`src/rtl/seg7_pkg.sv`:
```
// Shared 7-segment display definitions: segment patterns, active-low digit selects, frame FSM states.
package seg7_pkg;

   // Segment order {a,b,c,d,e,f,g,dp}, active-high; dp is always clear in the digit glyphs
   localparam logic [7:0] SEG_0 = 8'hFC;
   localparam logic [7:0] SEG_1 = 8'h60;
   localparam logic [7:0] SEG_2 = 8'hDA;
   localparam logic [7:0] SEG_3 = 8'hF2;
   localparam logic [7:0] SEG_4 = 8'h66;
   localparam logic [7:0] SEG_5 = 8'hB6;
   localparam logic [7:0] SEG_6 = 8'hBE;
   localparam logic [7:0] SEG_7 = 8'hE0;
   localparam logic [7:0] SEG_8 = 8'hFE;
   localparam logic [7:0] SEG_9 = 8'hF6;
   localparam logic [7:0] SEG_A = 8'hEE;
   localparam logic [7:0] SEG_B = 8'h3E;
   localparam logic [7:0] SEG_C = 8'h1A;
   localparam logic [7:0] SEG_D = 8'h7A;
   localparam logic [7:0] SEG_E = 8'h9E;
   localparam logic [7:0] SEG_F = 8'h8E;

   localparam logic [3:0] SEL_D3    = 4'b0111;
   localparam logic [3:0] SEL_D2    = 4'b1011;
   localparam logic [3:0] SEL_D1    = 4'b1101;
   localparam logic [3:0] SEL_D0    = 4'b1110;
   localparam logic [3:0] SEL_BLANK = 4'b1111;

   typedef enum logic [1:0] {
      WAIT_D3 = 2'd0,
      WAIT_D2 = 2'd1,
      WAIT_D1 = 2'd2,
      WAIT_D0 = 2'd3
   } frame_state_t;

endpackage

```
`src/rtl/seg7_to_hex.sv`:
```
// Inverse 7-segment lookup: segments a..g back to a hex nibble; hit=0 for any non-glyph pattern.
module seg7_to_hex
   import seg7_pkg::*;
(
   input  logic [6:0] seg,
   output logic       hit,
   output logic [3:0] nibble
);

   always_comb begin
      hit    = 1'b1;
      nibble = 4'h0;
      case (seg)
         SEG_0[7:1]: nibble = 4'h0;
         SEG_1[7:1]: nibble = 4'h1;
         SEG_2[7:1]: nibble = 4'h2;
         SEG_3[7:1]: nibble = 4'h3;
         SEG_4[7:1]: nibble = 4'h4;
         SEG_5[7:1]: nibble = 4'h5;
         SEG_6[7:1]: nibble = 4'h6;
         SEG_7[7:1]: nibble = 4'h7;
         SEG_8[7:1]: nibble = 4'h8;
         SEG_9[7:1]: nibble = 4'h9;
         SEG_A[7:1]: nibble = 4'hA;
         SEG_B[7:1]: nibble = 4'hB;
         SEG_C[7:1]: nibble = 4'hC;
         SEG_D[7:1]: nibble = 4'hD;
         SEG_E[7:1]: nibble = 4'hE;
         SEG_F[7:1]: nibble = 4'hF;
         default:    hit    = 1'b0;
      endcase
   end

endmodule

```
`src/rtl/seg_scan_capture.sv`:
```
// Display-bus monitor: debounces the scanned LED/selector pair and reassembles the 16-bit shown value.
// Optional `SEGCAP_DP_CHECK_EN: a lit decimal point on an accepted digit is reported as a frame error.
module seg_scan_capture
   import seg7_pkg::*;
#(
   parameter int STABLE_CYCLES = 8
) (
   input  logic        selector_clock,
   input  logic        reset,
   input  logic [7:0]  LED,
   input  logic [3:0]  selector,
   output logic [15:0] num,
   output logic        num_valid,
   output logic        frame_err
);

   localparam int                CNT_W   = (STABLE_CYCLES > 2) ? $clog2(STABLE_CYCLES) : 1;
   localparam logic [CNT_W-1:0]  CNT_MAX = CNT_W'(STABLE_CYCLES - 1);
   localparam logic [CNT_W-1:0]  CNT_ARM = CNT_W'(STABLE_CYCLES - 2);

   logic [7:0]       led_in;
   logic             dp_bad;
   logic [7:0]       s_led, p_led;
   logic [3:0]       s_sel, p_sel;
   logic [11:0]      last_acc;
   logic [CNT_W-1:0] stab_cnt;
   logic             same, accept, legal_sel;
   logic             dec_hit;
   logic [3:0]       dec_nib;
   logic [3:0]       d3_nib, d2_nib, d1_nib;
   frame_state_t     state, nxt_state;
   logic             st_d3, st_d2, st_d1, ld_num, err;

`ifdef SEGCAP_DP_CHECK_EN
   assign led_in = LED;
   assign dp_bad = s_led[0];
`else
   assign led_in = {LED[7:1], 1'b0};
   assign dp_bad = 1'b0;
`endif

   // Sample stage: current and previous registered bus samples
   always_ff @(posedge selector_clock) begin
      if (reset) begin
         s_led <= '0;
         s_sel <= '0;
         p_led <= '0;
         p_sel <= '0;
      end else begin
         s_led <= led_in;
         s_sel <= selector;
         p_led <= s_led;
         p_sel <= s_sel;
      end
   end

   assign same = ({s_led, s_sel} == {p_led, p_sel});

   always_ff @(posedge selector_clock) begin
      if (reset)
         stab_cnt <= '0;
      else if (!same)
         stab_cnt <= '0;
      else if (stab_cnt != CNT_MAX)
         stab_cnt <= stab_cnt + 1'b1;
   end

   // A short glitch restarts the count; re-settling on the pattern just accepted is the same dwell
   assign accept    = same && (stab_cnt == CNT_ARM) && ({s_led, s_sel} != last_acc);
   assign legal_sel = (s_sel == SEL_D3) || (s_sel == SEL_D2) ||
                      (s_sel == SEL_D1) || (s_sel == SEL_D0);

   seg7_to_hex u_dec (
      .seg    (s_led[7:1]),
      .hit    (dec_hit),
      .nibble (dec_nib)
   );

   always_comb begin
      nxt_state = state;
      st_d3     = 1'b0;
      st_d2     = 1'b0;
      st_d1     = 1'b0;
      ld_num    = 1'b0;
      err       = 1'b0;
      if (accept && (s_sel != SEL_BLANK)) begin
         if (!legal_sel || !dec_hit || dp_bad) begin
            err       = 1'b1;
            nxt_state = WAIT_D3;
         end else if (s_sel == SEL_D3) begin
            st_d3     = 1'b1;
            nxt_state = WAIT_D2;
         end else begin
            case (state)
               WAIT_D3: nxt_state = WAIT_D3;
               WAIT_D2: if (s_sel == SEL_D2) begin
                           st_d2     = 1'b1;
                           nxt_state = WAIT_D1;
                        end else begin
                           err       = 1'b1;
                           nxt_state = WAIT_D3;
                        end
               WAIT_D1: if (s_sel == SEL_D1) begin
                           st_d1     = 1'b1;
                           nxt_state = WAIT_D0;
                        end else begin
                           err       = 1'b1;
                           nxt_state = WAIT_D3;
                        end
               WAIT_D0: begin
                           if (s_sel == SEL_D0) ld_num = 1'b1;
                           else                 err    = 1'b1;
                           nxt_state = WAIT_D3;
                        end
               default: nxt_state = WAIT_D3;
            endcase
         end
      end
   end

   // Frame stage: state, nibble slots and output registers
   always_ff @(posedge selector_clock) begin
      if (reset) begin
         state     <= WAIT_D3;
         d3_nib    <= '0;
         d2_nib    <= '0;
         d1_nib    <= '0;
         num       <= '0;
         num_valid <= 1'b0;
         frame_err <= 1'b0;
         last_acc  <= '0;
      end else begin
         state     <= nxt_state;
         num_valid <= ld_num;
         frame_err <= err;
         if (st_d3)  d3_nib <= dec_nib;
         if (st_d2)  d2_nib <= dec_nib;
         if (st_d1)  d1_nib <= dec_nib;
         if (ld_num) num    <= {d3_nib, d2_nib, d1_nib, dec_nib};
         if (accept && (s_sel != SEL_BLANK)) last_acc <= {s_led, s_sel};
      end
   end

endmodule

```
`config.mk`:
```
export PLATFORM = sky130hd
export DESIGN_NAME = seg_scan_capture
export DESIGN_NICKNAME = d
export VERILOG_FILES = /design/src/rtl/seg7_pkg.sv /design/src/rtl/seg7_to_hex.sv /design/src/rtl/seg_scan_capture.sv
export SDC_FILE = /design/constraint.sdc
export NUM_CORES = 1
export LEC_CHECK = 0
export CORE_MARGIN = 2
export CORE_UTILIZATION = 31
export DETAILED_ROUTE_END_ITERATION = 12
export GPL_TIMING_DRIVEN = 0
export HOLD_SLACK_MARGIN = 0.05
export PLACE_DENSITY = 0.46
export SLEW_MARGIN = 10
export SYNTH_ARGS = -nofsm -noshare
export SYNTH_HDL_FRONTEND = slang
export SYNTH_SLANG_ARGS = --single-unit
export TNS_END_PERCENT = 30
```
`constraint.sdc`:
```
create_clock -name selector_clock -period 3.05 [get_ports selector_clock]
set_input_delay 0.61 -clock selector_clock [delete_from_list [all_inputs] [get_ports selector_clock]]
set_output_delay 0.61 -clock selector_clock [all_outputs]
set_load 0.05 [all_outputs]
```
Word level (Yosys, flattened, before mapping)
Index checks and enable logic that the tools add are counted.
{"block": "totals", "input_bits": 14, "register_bits": 71, "word_cells": 90, "output_inout_bits": 18}
{"block": "op_classes", "muxes": 31, "n_eq_ne": 28, "reduce_logical": 14, "bitwise": 2, "n_addsub": 1}
{"op": "7-bit equality test (second input constant)", "n": 11}
{"op": "4-bit case mux with 15 select lines", "n": 1}
{"op": "1-bit 2-to-1 mux", "n": 24}
{"op": "7-bit by 6-bit equality test with 1-bit output (second input constant)", "n": 3}
{"op": "16-bit OR reduction", "n": 1}
{"op": "12-bit equality test", "n": 1}
{"op": "4-bit equality test (second input constant)", "n": 3}
{"op": "12-bit != test", "n": 1}
{"op": "2-bit 2-to-1 mux", "n": 4}
{"op": "7-bit by 4-bit equality test with 1-bit output (second input constant)", "n": 1}
{"op": "7-bit by 5-bit equality test with 1-bit output (second input constant)", "n": 1}
{"op": "2-bit case mux with 3 select lines", "n": 1}
{"op": "2-bit OR reduction", "n": 3}
{"op": "2-bit equality test (second input constant)", "n": 2}
{"op": "4-bit by 3-bit equality test with 1-bit output (second input constant)", "n": 1}
{"op": "1-bit logical OR", "n": 4}
{"op": "4-bit != test (second input constant)", "n": 1}
{"op": "3-bit by 1-bit adder with 3-bit output (second input constant)", "n": 1}
{"op": "3-bit equality test (second input constant)", "n": 1}
{"op": "1-bit logical AND", "n": 3}
{"op": "3-bit != test (second input constant)", "n": 1}
{"op": "1-bit case mux with 3 select lines", "n": 1}
{"op": "2-bit by 1-bit equality test with 1-bit output (second input constant)", "n": 1}
{"op": "1-bit zero test", "n": 2}
{"op": "other kinds (2)", "n": 3}

Depth between registers and ports, before layout
Gate-level depths: netlist of run 1.
{"block": "logic_depth", "ltp_word": 8, "mapped_depth": 9, "depth_no_buf": 6}

By module
A second synthesis of run 1 with hierarchy kept.
{"block": "hier_totals", "hier_cells": 346, "hier_area_um2": 3319.4}
{"mod": "seg_scan_capture", "cells_per_inst": 288, "n_inst": 1, "seq_area_each_um2": 1361.3, "area_each_um2": 2940.3}
{"mod": "seg7_to_hex", "cells_per_inst": 58, "n_inst": 1, "seq_area_each_um2": 0.0, "area_each_um2": 379.1}

Least setup slack after synthesis of run 1
OpenSTA, ideal clock, no wires.
{"block": "synth_path", "kind": "reg2reg", "start": "reg s_sel[3]", "end": "reg num[10]", "slack_ps": 1106, "n_path_buf": 2, "arrival_time_ps": 1824, "setup_time_ps": 120, "t_required_ps": 2930, "stages_incl_launch_ff": 9, "path_cell_list": "dfxtp_1 > buf_4 > xor2_1 > nor4_2 > nand3_2 > nor3_4 > nand3_4 > buf_6 > mux2i_1"}
{"block": "synth_between", "elab_chain_cells": 8}
{"item": "start, declared", "line_no": "seg_scan_capture.sv:24", "text": "logic [3:0] s_sel, p_sel;"}
{"item": "start signal, assigned", "line_no": "seg_scan_capture.sv:51", "text": "s_sel <= selector;"}
{"item": "4-bit by 3-bit equality test with 1-bit output / 4-bit equality test (equally long branches)", "line_no": "seg_scan_capture.sv:70, seg_scan_capture.sv:90"}
{"item": "1-bit logical OR (2 in series)", "line_no": "seg_scan_capture.sv:70", "text": "assign legal_sel = (s_sel == SEL_D3) || (s_sel == SEL_D2) ||"}
{"item": "1-bit logical OR", "line_no": "seg_scan_capture.sv:71", "text": "(s_sel == SEL_D1) || (s_sel == SEL_D0);"}
{"item": "1-bit zero test", "line_no": "seg_scan_capture.sv:87", "text": "if (!legal_sel || !dec_hit || dp_bad) begin"}
{"item": "1-bit logical OR", "line_no": "seg_scan_capture.sv:87"}
{"item": "1-bit 2-to-1 mux", "line_no": "seg_scan_capture.sv:87"}
{"item": "1-bit 2-to-1 mux (*)", "line_no": "seg_scan_capture.sv:86", "text": "if (accept && (s_sel != SEL_BLANK)) begin"}
{"item": "end signal, assigned", "line_no": "seg_scan_capture.sv:139", "text": "if (ld_num) num <= {d3_nib, d2_nib, d1_nib, dec_nib};"}
{"item": "end, declared", "line_no": "seg_scan_capture.sv:12", "text": "output logic [15:0] num,"}
Mark *: on every way between the ends. The rest lies on a longest branch, timed or not.
A chain may end at the register's enable or synchronous reset.

Worst setup path after layout of run 1
{"block": "layout_path", "start": "reg s_led[5]", "end": "reg num[2]"}
{"block": "layout_between", "elab_chain_cells": 7}
{"item": "start, declared", "line_no": "seg_scan_capture.sv:23", "text": "logic [7:0] s_led, p_led;"}
{"item": "start signal, assigned", "line_no": "seg_scan_capture.sv:50", "text": "s_led <= led_in;"}
{"item": "7-bit equality test (tied with other cells)", "line_no": "seg7_to_hex.sv:13", "text": "case (seg)"}
{"item": "16-bit OR reduction (no source line)"}
{"item": "1-bit 2-to-1 mux", "line_no": "seg7_to_hex.sv:13"}
{"item": "1-bit zero test", "line_no": "seg_scan_capture.sv:87"}
{"item": "1-bit logical OR", "line_no": "seg_scan_capture.sv:87"}
{"item": "1-bit 2-to-1 mux", "line_no": "seg_scan_capture.sv:87"}
{"item": "1-bit 2-to-1 mux", "line_no": "seg_scan_capture.sv:86"}
Parallel ways exist; a longest one is shown, timed or not.

==> flow_metrics.tcl, run 1 <==
set metrics [dict create \
    cts_resized 0 \
    arrival_ps 2760 \
    power_density_nw_per_um2 491 \
    slew_violations 0 \
    diodes 0 \
    critPathRequiredTime_ps 3280 \
    synth_seq_cells 68 \
    drt_iter0_markers 90 \
    die_w_um 105 \
    max_freq_mhz 395 \
    gp_congestion 0.814 \
    first_pass_iters 4 \
    dpl.hpwl_um 5170 \
    setup_slack_ps 518 \
    slew_headroom_pct 47.5 \
    fin_crit_sh_pct 83.0 \
    tightest_slew_ps 784 \
    drv_cap 0 \
    wl_per_cell_um 14.4 \
    die-area_um2 11000 \
    initial_core_util_pct 32.0 \
    yosysWarnings 0 \
    drc 0 \
    synth_top_area_share_pct 43.3 \
    via_per_inst 4.76 \
    cts_buffers 9 \
    ir_worst_vdd_mv 0.203 \
    cts_htree_levels 3 \
    crit_chain "clkbuf_1, xor2_1, nor3_1, nand3_2, nor3_4, nand3_4, buf_6, mux2i_1" \
    routed_wl_um 7410 \
    netlist_instances 335 \
    clk_path_buf_depth 2 \
    worstPathMaxFanout 10 \
    cts-root-buf "clkbuf_8" \
    ys_seq_area_share_pct 43.3 \
    drive_above_1_share_pct 10.5 \
    yosysTopAreaCell "dfxtp_1" \
    p_clk_share_pct 44.1 \
    synth_area_per_cell_um2 9.38 \
    p_switching_w 0.000453 \
    period_needed_ps 2530 \
    clk_pin_slew_ps 80 \
    synth_area_leaders "dfxtp_1 (43%), mux2i_1 (11%), nand2b_1 (6.6%)" \
    ioPinCount 32 \
    synth_fp_nets 352 \
    area_growth_pct 21.7 \
    cts_tree "done" \
    swShare_pct 24.1 \
    start_kind "register" \
    crit_slowest_cell "nor3_4" \
    grt_max_degree 13 \
    cp_top_family "simple AND/OR/NAND/NOR gates" \
    setup_tns_ps 0 \
    hold_viol 0 \
    synth_cell_types 43 \
    skew_ps 9.14 \
    die_height_um 105 \
    layout_common_cells "dfxtp_1 (68), mux2i_1 (34), nand2b_1 (33)" \
    fin_nets 393 \
    synth_area_um2 3140 \
    cp-end-kind "register" \
    synth_fa_ha_area_share_pct 1.19 \
    vias 2447 \
    grt_usage_pct 14.5 \
    synth.mux.area_fraction_pct 10.8 \
    worst-path-buf-inv 2 \
    synth_compound_area_share_pct 8.24 \
    p_leak_nw 1.53 \
    cts.sinks 68 \
    core_um2 9820 \
    grt_setup_unrepaired "no" \
    combPwrFrac_pct 7.5 \
    fill_cells 1065 \
    p_int_w 0.00142 \
    synth_top_family_by_area "simple AND/OR/NAND/NOR gates" \
    seqPwrFrac_pct 48.3 \
    clk-insertion-delay-late_ps 350 \
    postCtsSetupRepairBufs 0 \
    setup_viol 0 \
    min_path_type "reg -> reg" \
    pre_cts_slack_ps 503 \
    final_common_cell "dfxtp_1" \
    synthSimpleGateAreaFrac_pct 25.3 \
    grt_pass1_wl_um 12400 \
    postRouteAntennaNets 0 \
    first_global_vias 2351 \
    port_buffers 30 \
    slowest_delay_ps 430 \
    grt-ovfl-total 0 \
    status "finished, final reports clean" \
    antenna_found_initial 0 \
    rows 36 \
    setup.worst_path.class "reg -> reg" \
    yosys.area_share.xor_xnor_pct 6.69 \
    postCtsHoldBufs 0 \
]
==> worst min-delay path, stage by stage (launching register included) <==
cell and delay, ps:
dfxtp_1 310, nand2b_1 60, mux2i_1 60
==> power groups by stage <==
| stage | Combinational (W) | Clock, W | Sequential [W] |
|---|---|---|---|
| after floorplan | 0.0000955 | 0 | 0.000926 |
| after global placement | 0.000142 | 0 | 0.000928 |
| after detailed placement | 0.000141 | 0 | 0.000928 |
| after CTS | 0.000142 | 0.000856 | 0.000907 |
| after global routing | 0.000157 | 0.000895 | 0.000908 |
| final | 0.000142 | 0.000829 | 0.000907 |
==> cell usage after synthesis, drive strengths merged <==
master and number:
nand2b 33, and3 2, ha 3, o2111a 1
and2 1, dfxtp 68, a31oi 1, or3b 2
nand3b 1, nand3 12, nor2 21, a21boi 1
a211oi 3, nor4b 1, xnor2 11, and4b 1
or4bb 1, buf 13, mux2i 34, o22ai 5
xor2 13, nor2b 21, inv 3, or3 1
or2 4, nand4 5, a21o 4, o211ai 3
o21ai 10, nand2 19, clkbuf 12, a21oi 11
a41oi 2, nor3 8, nor4 4
==> path summary, 6_finish.rpt <==
kind | from | cells past startpoint | endpoint | slack, ps
setup / recovery | s_led[5] | 8 | num[2] | 520
hold / removal | num[12] | 2 | num[12] | 480
setup reg to reg | s_led[5] | 8 | num[2] | 520
hold reg to reg | num[12] | 2 | num[12] | 480
==> per-stage QoR <==
step / hold WS (ps) / utilization, % / instance area (um^2) / total power (W) / std cells
after floorplan: 458 / - / 3140 / 0.00102 / 335
after global placement: 468 / 36.7 / 3610 / 0.00107 / 498
after detailed placement: 469 / 36.7 / 3610 / 0.00107 / 498
after CTS: 485 / 38.9 / 3820 / 0.00190 / 514
after global routing: 502 / 38.9 / 3820 / 0.00196 / 514
final: 479 / 38.9 / 3820 / 0.00188 / 514
==> routing by layer <==
| metal | GRT usage, % | wire [um] | up-vias |
|---|---|---|---|
| met4 | 7.05 | 184 | 0 |
| met1 | 20.3 | 3720 | 1159 |
| met3 | 2.93 | 255 | 13 |
| met2 | 21.0 | 3250 | 51 |
| met5 | 0 | 0 | - |
| li1 | - | - | 1224 |
==> logic make-up after synthesis <==
family	after synthesis
xor gates and xnor gates	24
and+or+nand+nor	137
AOI/OAI and AO/OA	41
DFF	68
muxes	34
adders and majority gates	3
buffers and inverters	28
==> layout make-up <==
cell class	instances	area, um^2	share of cell area [%]
Multi-Input combinational cell	239	1640	43.0
Clock buffer	10	128	3.34
Tap cell	133	166	4.35
Clock inverter	6	87.6	2.29
Buffer	25	126	3.30
Sequential cell	68	1360	35.6
Inverter	3	11.3	0.295
Timing Repair Buffer	30	300	7.85
==> state kept, by name, indices dropped and copies added (netlist names) <==
register and flops:
s_sel 4, p_led 7, d1_nib 4, d3_nib 4, num_valid 1, num 16
stab_cnt 3, last_acc 11, frame_err 1, p_sel 4, s_led 7, d2_nib 4
state 2
No activity file was read; power rests on OpenSTA's default activity.
==> run 2, diff against run 1 <==
--- a/config.mk
+++ b/config.mk
@@ -10,7 +10,7 @@
 export DETAILED_ROUTE_END_ITERATION = 12
 export GPL_TIMING_DRIVEN = 0
 export HOLD_SLACK_MARGIN = 0.05
-export PLACE_DENSITY = 0.46
+export PLACE_DENSITY = 0.47
 export SLEW_MARGIN = 10
 export SYNTH_ARGS = -nofsm -noshare
 export SYNTH_HDL_FRONTEND = slang
==> constraint.sdc (replaced) <==
create_clock -name selector_clock -period 2.3 [get_ports selector_clock]
set_input_delay 0.46 -clock selector_clock [delete_from_list [all_inputs] [get_ports selector_clock]]
set_output_delay 0.46 -clock selector_clock [all_outputs]
set_load 0.05 [all_outputs]
==> run 2 against run 1 <==
Compared with the run above:
- clock skew up 4.4 ps
- die area unchanged
- largest power group unchanged
- clock power up 20%
- worst hold slack better by 0.53 ps
- clock-buffer cell count down 1
- largest cell class unchanged
- sequential power up 33%
- final area up 2.2%
- non-clock buffer count up 4
- sequential share of layout area down 0.75 points
- critical path type unchanged
- core utilization up 0.84 points
==> flow_metrics.tcl, run 2 (synthesis results as in run 1) <==
set metrics [dict create \
    status "finished, final reports clean" \
    slew_headroom_pct 64.2 \
    vias 2396 \
    die_w_um 105 \
    final_cells 518 \
    power_density_nw_per_um2 612 \
    grt-ovfl-total 0 \
    swShare_pct 25.5 \
    period_needed_ps 2140 \
    area_growth_pct 24.3 \
    core_um2 9820 \
    antenna_found_initial 0 \
    cts_tree "done" \
    reg2reg_setup_slack_ps 160 \
    setup_viol 0 \
    diodes 0 \
    drive_above_1_share_pct 14.3 \
    critPathRequiredTime_ps 2530 \
    timing.rr.end "num[1]" \
    wl_per_cell_um 14.1 \
    tightest_slew_ps 537 \
    die_height_um 105 \
    initial_core_util_pct 32.0 \
    reg.largest.list "num (16), last_acc (11)" \
    multiInputGateArea_um2 1680 \
    fin_nets 397 \
    arrival_ps 2370 \
    hold_viol 0 \
    drc 0 \
    fill_cells 1041 \
    clk_path_buf_depth 2 \
    setup.worst_path.class "reg -> reg" \
    dpl.hpwl_um 5200 \
    clk_pin_slew_ps 80 \
    rows 36 \
    port_buffers 30 \
    seqPwrFrac_pct 50.6 \
    dr_wl_met2_um 3220 \
    cts_htree_levels 3 \
    ir_worst_vdd_mv 0.282 \
    gp_congestion 0.856 \
    cts_buffers 9 \
    drv_cap 0 \
    p_leak_nw 1.56 \
    layout_common_cells "dfxtp_1 (68), mux2i_1 (34), nand2b_1 (33)" \
    slew_violations 0 \
    p_clk_share_pct 41.7 \
    postRouteAntennaNets 0 \
    p_switching_w 0.000608 \
    grt_max_degree 14 \
    largest_reg_flops 16 \
    combPwrFrac_pct 7.7 \
    pre_cts_slack_ps -193 \
    setup_slack_ps 160 \
    reg2reg_depth 9 \
    final_common_cell "dfxtp_1" \
    top_layer "met4" \
    met1_length_um 3700 \
    cp-end-kind "register" \
    drt_iter0_markers 101 \
    p_int_w 0.00178 \
    grt_usage_pct 14.3 \
    placed_cells 498 \
    min_path_type "reg -> reg" \
    regMostFlops "num" \
    fin_crit_sh_pct 93.0 \
    via_per_inst 4.63 \
    ioPinCount 32 \
    worstPathMaxFanout 8 \
    ff_latch_area_um2 1360 \
    wl_met3_um 244 \
    first_pass_iters 4 \
    grt_pass1_wl_um 12300 \
    die-area_um2 11000 \
    routed_wl_um 7320 \
    timing.rr.start "s_led[6]" \
    max_freq_mhz 467 \
    clk-insertion-delay-late_ps 350 \
    crit_path_end "num[1]" \
    cts-root-buf "clkbuf_8" \
    cts.sinks 68 \
    skew_ps 13.5 \
    first_global_vias 2320 \
    setup.worst_path.start "s_led[6]" \
    start_kind "register" \
]
run 2: cell count changes in the layout (fill, tap and decap cells not counted), moves of 3 or more:
cell,before,now
buf_4,2,8
clkinvlp_4,0,3
clkbuf_2,0,3
clkbuf_1,13,6
run 2: worst min path at each step:
stage,start,to,slack [ps],cells past startpoint
2_1_floorplan,d2_nib[2],num[10],460,2
3_3_place_gp,num[7],num[7],470,2
3_5_place_dp,num[6],num[6],470,2
4_1_cts,num[6],num[6],490,2
5_1_grt,num[15],num[15],490,2
6_report,num[6],num[6],480,2
run 2: timing repair:
item / 4_1_cts / 5_1_grt
resized for setup: 4 / 11
buffers inserted: 1 / 6
setup endpoints to repair: 32 / 35
pin swaps: 1 / 4
hold buffers: 0 / 0
run 2: power groups by stage:
stage / Combinational [W] / Clock [W] / Sequential [W]
final: 0.000183 / 0.000997 / 0.00121
after CTS: 0.000184 / 0.00104 / 0.00121
after detailed placement: 0.000186 / 0 / 0.00123
after floorplan: 0.000127 / 0 / 0.00123
after global placement: 0.000187 / 0 / 0.00123
after global routing: 0.000202 / 0.00109 / 0.00121
run 2: cell type report:
class,count,share of cell area (%)
Inverter,3,0.288
Sequential cell,68,34.8
Multi-Input combinational cell,239,43.0
Buffer,22,3.43
Clock inverter,7,1.92
Timing Repair Buffer,37,9.13
Clock buffer,9,3.17
Tap cell,133,4.26
run 2: per-stage QoR:
| step | area (um^2) | TNS (ps) | hold WS [ps] | util, % | total power, W |
|---|---|---|---|---|---|
| 6_report | 3910 | 0 | 480 | 39.8 | 0.00239 |
| 5_1_grt | 3910 | -9.31 | 494 | 39.8 | 0.00250 |
| 4_1_cts | 3820 | 0 | 486 | 38.9 | 0.00243 |
| 3_5_place_dp | 3610 | -4550 | 473 | 36.7 | 0.00142 |
| 3_3_place_gp | 3610 | -4160 | 467 | 36.7 | 0.00142 |
| 2_1_floorplan | 3140 | 0 | 458 | - | 0.00136 |
run 2: critical path, cell delays in order (launching register included):
cell,delay [ps]
dfxtp_1,310
buf_2,170
xor2_1,180
nor4_2,320
nand3_2,250
nor3_4,190
buf_6,150
nand3_4,120
buf_4,190
mux2i_1,120
run 2: layer usage:
metal	vias up	global-route usage, %
met5	-	0
met2	47	21.2
li1	1228	-
met3	10	2.93
met1	1111	19.8
met4	0	6.86
==> run 3, diff against run 2 <==
--- a/config.mk
+++ b/config.mk
@@ -6,11 +6,12 @@
 export NUM_CORES = 1
 export LEC_CHECK = 0
 export CORE_MARGIN = 2
-export CORE_UTILIZATION = 31
+export CORE_UTILIZATION = 51
+export CTS_CLUSTER_SIZE = 40
 export DETAILED_ROUTE_END_ITERATION = 12
 export GPL_TIMING_DRIVEN = 0
 export HOLD_SLACK_MARGIN = 0.05
-export PLACE_DENSITY = 0.47
+export PLACE_DENSITY = 0.73
 export SLEW_MARGIN = 10
 export SYNTH_ARGS = -nofsm -noshare
 export SYNTH_HDL_FRONTEND = slang
==> run 3 against run 2 <==
Compared with the run above:
- worst hold slack better by 3.4 ps
- register-to-register slack about the same
- critical path depth fell by 2
- final cell count decreased by 11%
- power grew 0.20%
- setup slack gained 7.2 ps
- sequential cell count stayed put
- final area fell by 3.1%
- sequential power barely moved
- first-iteration DRC count rose by 43%
- highest routed layer unchanged
==> flow_metrics.tcl, run 3 (synthesis results as in run 1) <==
set metrics [dict create \
    cts_buffers 9 \
    fin_nets 397 \
    vias 2466 \
    clk_path_buf_depth 2 \
    power_density_nw_per_um2 633 \
    postRouteAntennaNets 0 \
    cts_htree_levels 3 \
    drive_above_1_share_pct 13.5 \
    setup_tns_ps 0 \
    placed_area_um2 3540 \
    start_kind "register" \
    p_leak_nw 1.55 \
    timing.rr.start "s_led[6]" \
    min_path_type "reg -> reg" \
    period_needed_ps 2130 \
    first_global_vias 2348 \
    drv_cap 0 \
    ff_latch_area_um2 1360 \
    timing.rr.end "d1_nib[0]" \
    initial_core_util_pct 53.1 \
    cts-root-buf "clkbuf_8" \
    core_um2 5920 \
    gp_congestion 0.926 \
    reg2reg_depth 7 \
    pre_cts_slack_ps -191 \
    status "finished, final reports clean" \
    max_freq_mhz 469 \
    postCtsHoldBufs 0 \
    worstPathMaxFanout 8 \
    die-area_um2 6800 \
    setup.worst_path.class "reg -> reg" \
    fin_crit_sh_pct 92.7 \
    grt_usage_pct 21.6 \
    first_pass_iters 4 \
    skew_ps 7.47 \
    holdPathStages 2 \
    area_growth_pct 20.5 \
    slew_violations 0 \
    multiInputGateArea_um2 1640 \
    grt_pass1_wl_um 11000 \
    routed_wl_um 6660 \
    via_per_inst 5.36 \
    final_cells 460 \
    die_w_um 82.5 \
    reg2reg_setup_slack_ps 170 \
    hold_viol 0 \
    min_from "num[12]" \
    critPathRequiredTime_ps 2570 \
    rows 28 \
    port_buffers 30 \
    cp-end-kind "register" \
    whs_ps 483 \
    fill_cells 492 \
    grt_setup_unrepaired "no" \
    tightest_slew_ps 680 \
    grt_max_degree 14 \
    final_area_um2 3780 \
    drc 0 \
    ioPinCount 32 \
    dpl.hpwl_um 4720 \
    grt-ovfl-total 0 \
    clk-insertion-delay-late_ps 340 \
    die_height_um 82.5 \
    diodes 0 \
    placed_cells 440 \
    slew_headroom_pct 54.5 \
    ir_worst_vdd_mv 0.378 \
    cts_tree "done" \
    worstHoldEndpoint "num[12]" \
    final_common_cell "dfxtp_1" \
    wl_per_cell_um 14.5 \
    clk_pin_slew_ps 80 \
    antenna_found_initial 0 \
    drt_iter0_markers 144 \
    setup_slack_ps 168 \
    setup_viol 0 \
    regMostFlops "num" \
    reg.largest.list "num (16), last_acc (11)" \
    cts.sinks 68 \
    largest_reg_flops 16 \
    layout_common_cells "dfxtp_1 (67), mux2i_1 (34), nand2b_1 (33)" \
    arrival_ps 2400 \
]
==> run 3: repair_timing <==
action | CTS | global route
gates cloned | 0 | 0
setup buffers | 2 | 5
pin swaps | 1 | 2
resized for setup | 2 | 5
endpoints found under the setup margin | 31 | 29
==> run 3: critical path, cell delays in order, from the launching register on <==
cell and delay (ps):
dfxtp_1 310, buf_2 200, and4b_1 220, o2111a_1 250, a211oi_2 300, nand3_2 230
nand3_1 310, mux2i_1 240
==> run 3: where the power goes <==
group	internal, W	switching (W)	leakage (nW)
Combinational	0.0000833	0.0000949	0.906
Sequential	0.00119	0.0000154	0.553
Clock	0.000506	0.000500	0.0958
Total	0.00178	0.000610	1.55
==> run 3: per-stage QoR <==
stage	utilization [%]	power, W
floorplan	-	0.00136
global placement	59.7	0.00141
detailed placement	59.7	0.00141
CTS	63.4	0.00239
global route	63.9	0.00246
finish	63.9	0.00239
==> run 3: cell type report <==
cell class | count | share of cell area, %
multi-input combinational | 239 | 43.4
buffer | 22 | 3.21
clock buffer | 9 | 3.27
timing repair buffer | 37 | 9.32
sequential | 68 | 36.0
clock inverter | 7 | 2.02
tap | 75 | 2.48
inverter | 3 | 0.298
==> run 3: routing by layer <==
metal | up-vias | global-route usage, % | part of all wire (%)
met4 | 0 | 8.83 | 1.9
met1 | 1152 | 29.7 | 49
li1 | 1232 | - | -
met2 | 67 | 33.4 | 46
met5 | - | 0 | 0
met3 | 15 | 3.91 | 3.4
==> run 3: how the worst max path moves through the flow <==
stage,startpoint,endpoint,cells past startpoint
CTS,s_led[2],num[9],8
finish,s_led[6],d1_nib[0],7
floorplan,s_sel[3],num[10],8
global route,s_sel[2],d1_nib[1],7
global placement,s_led[5],num[2],8
detailed placement,s_led[5],num[7],8
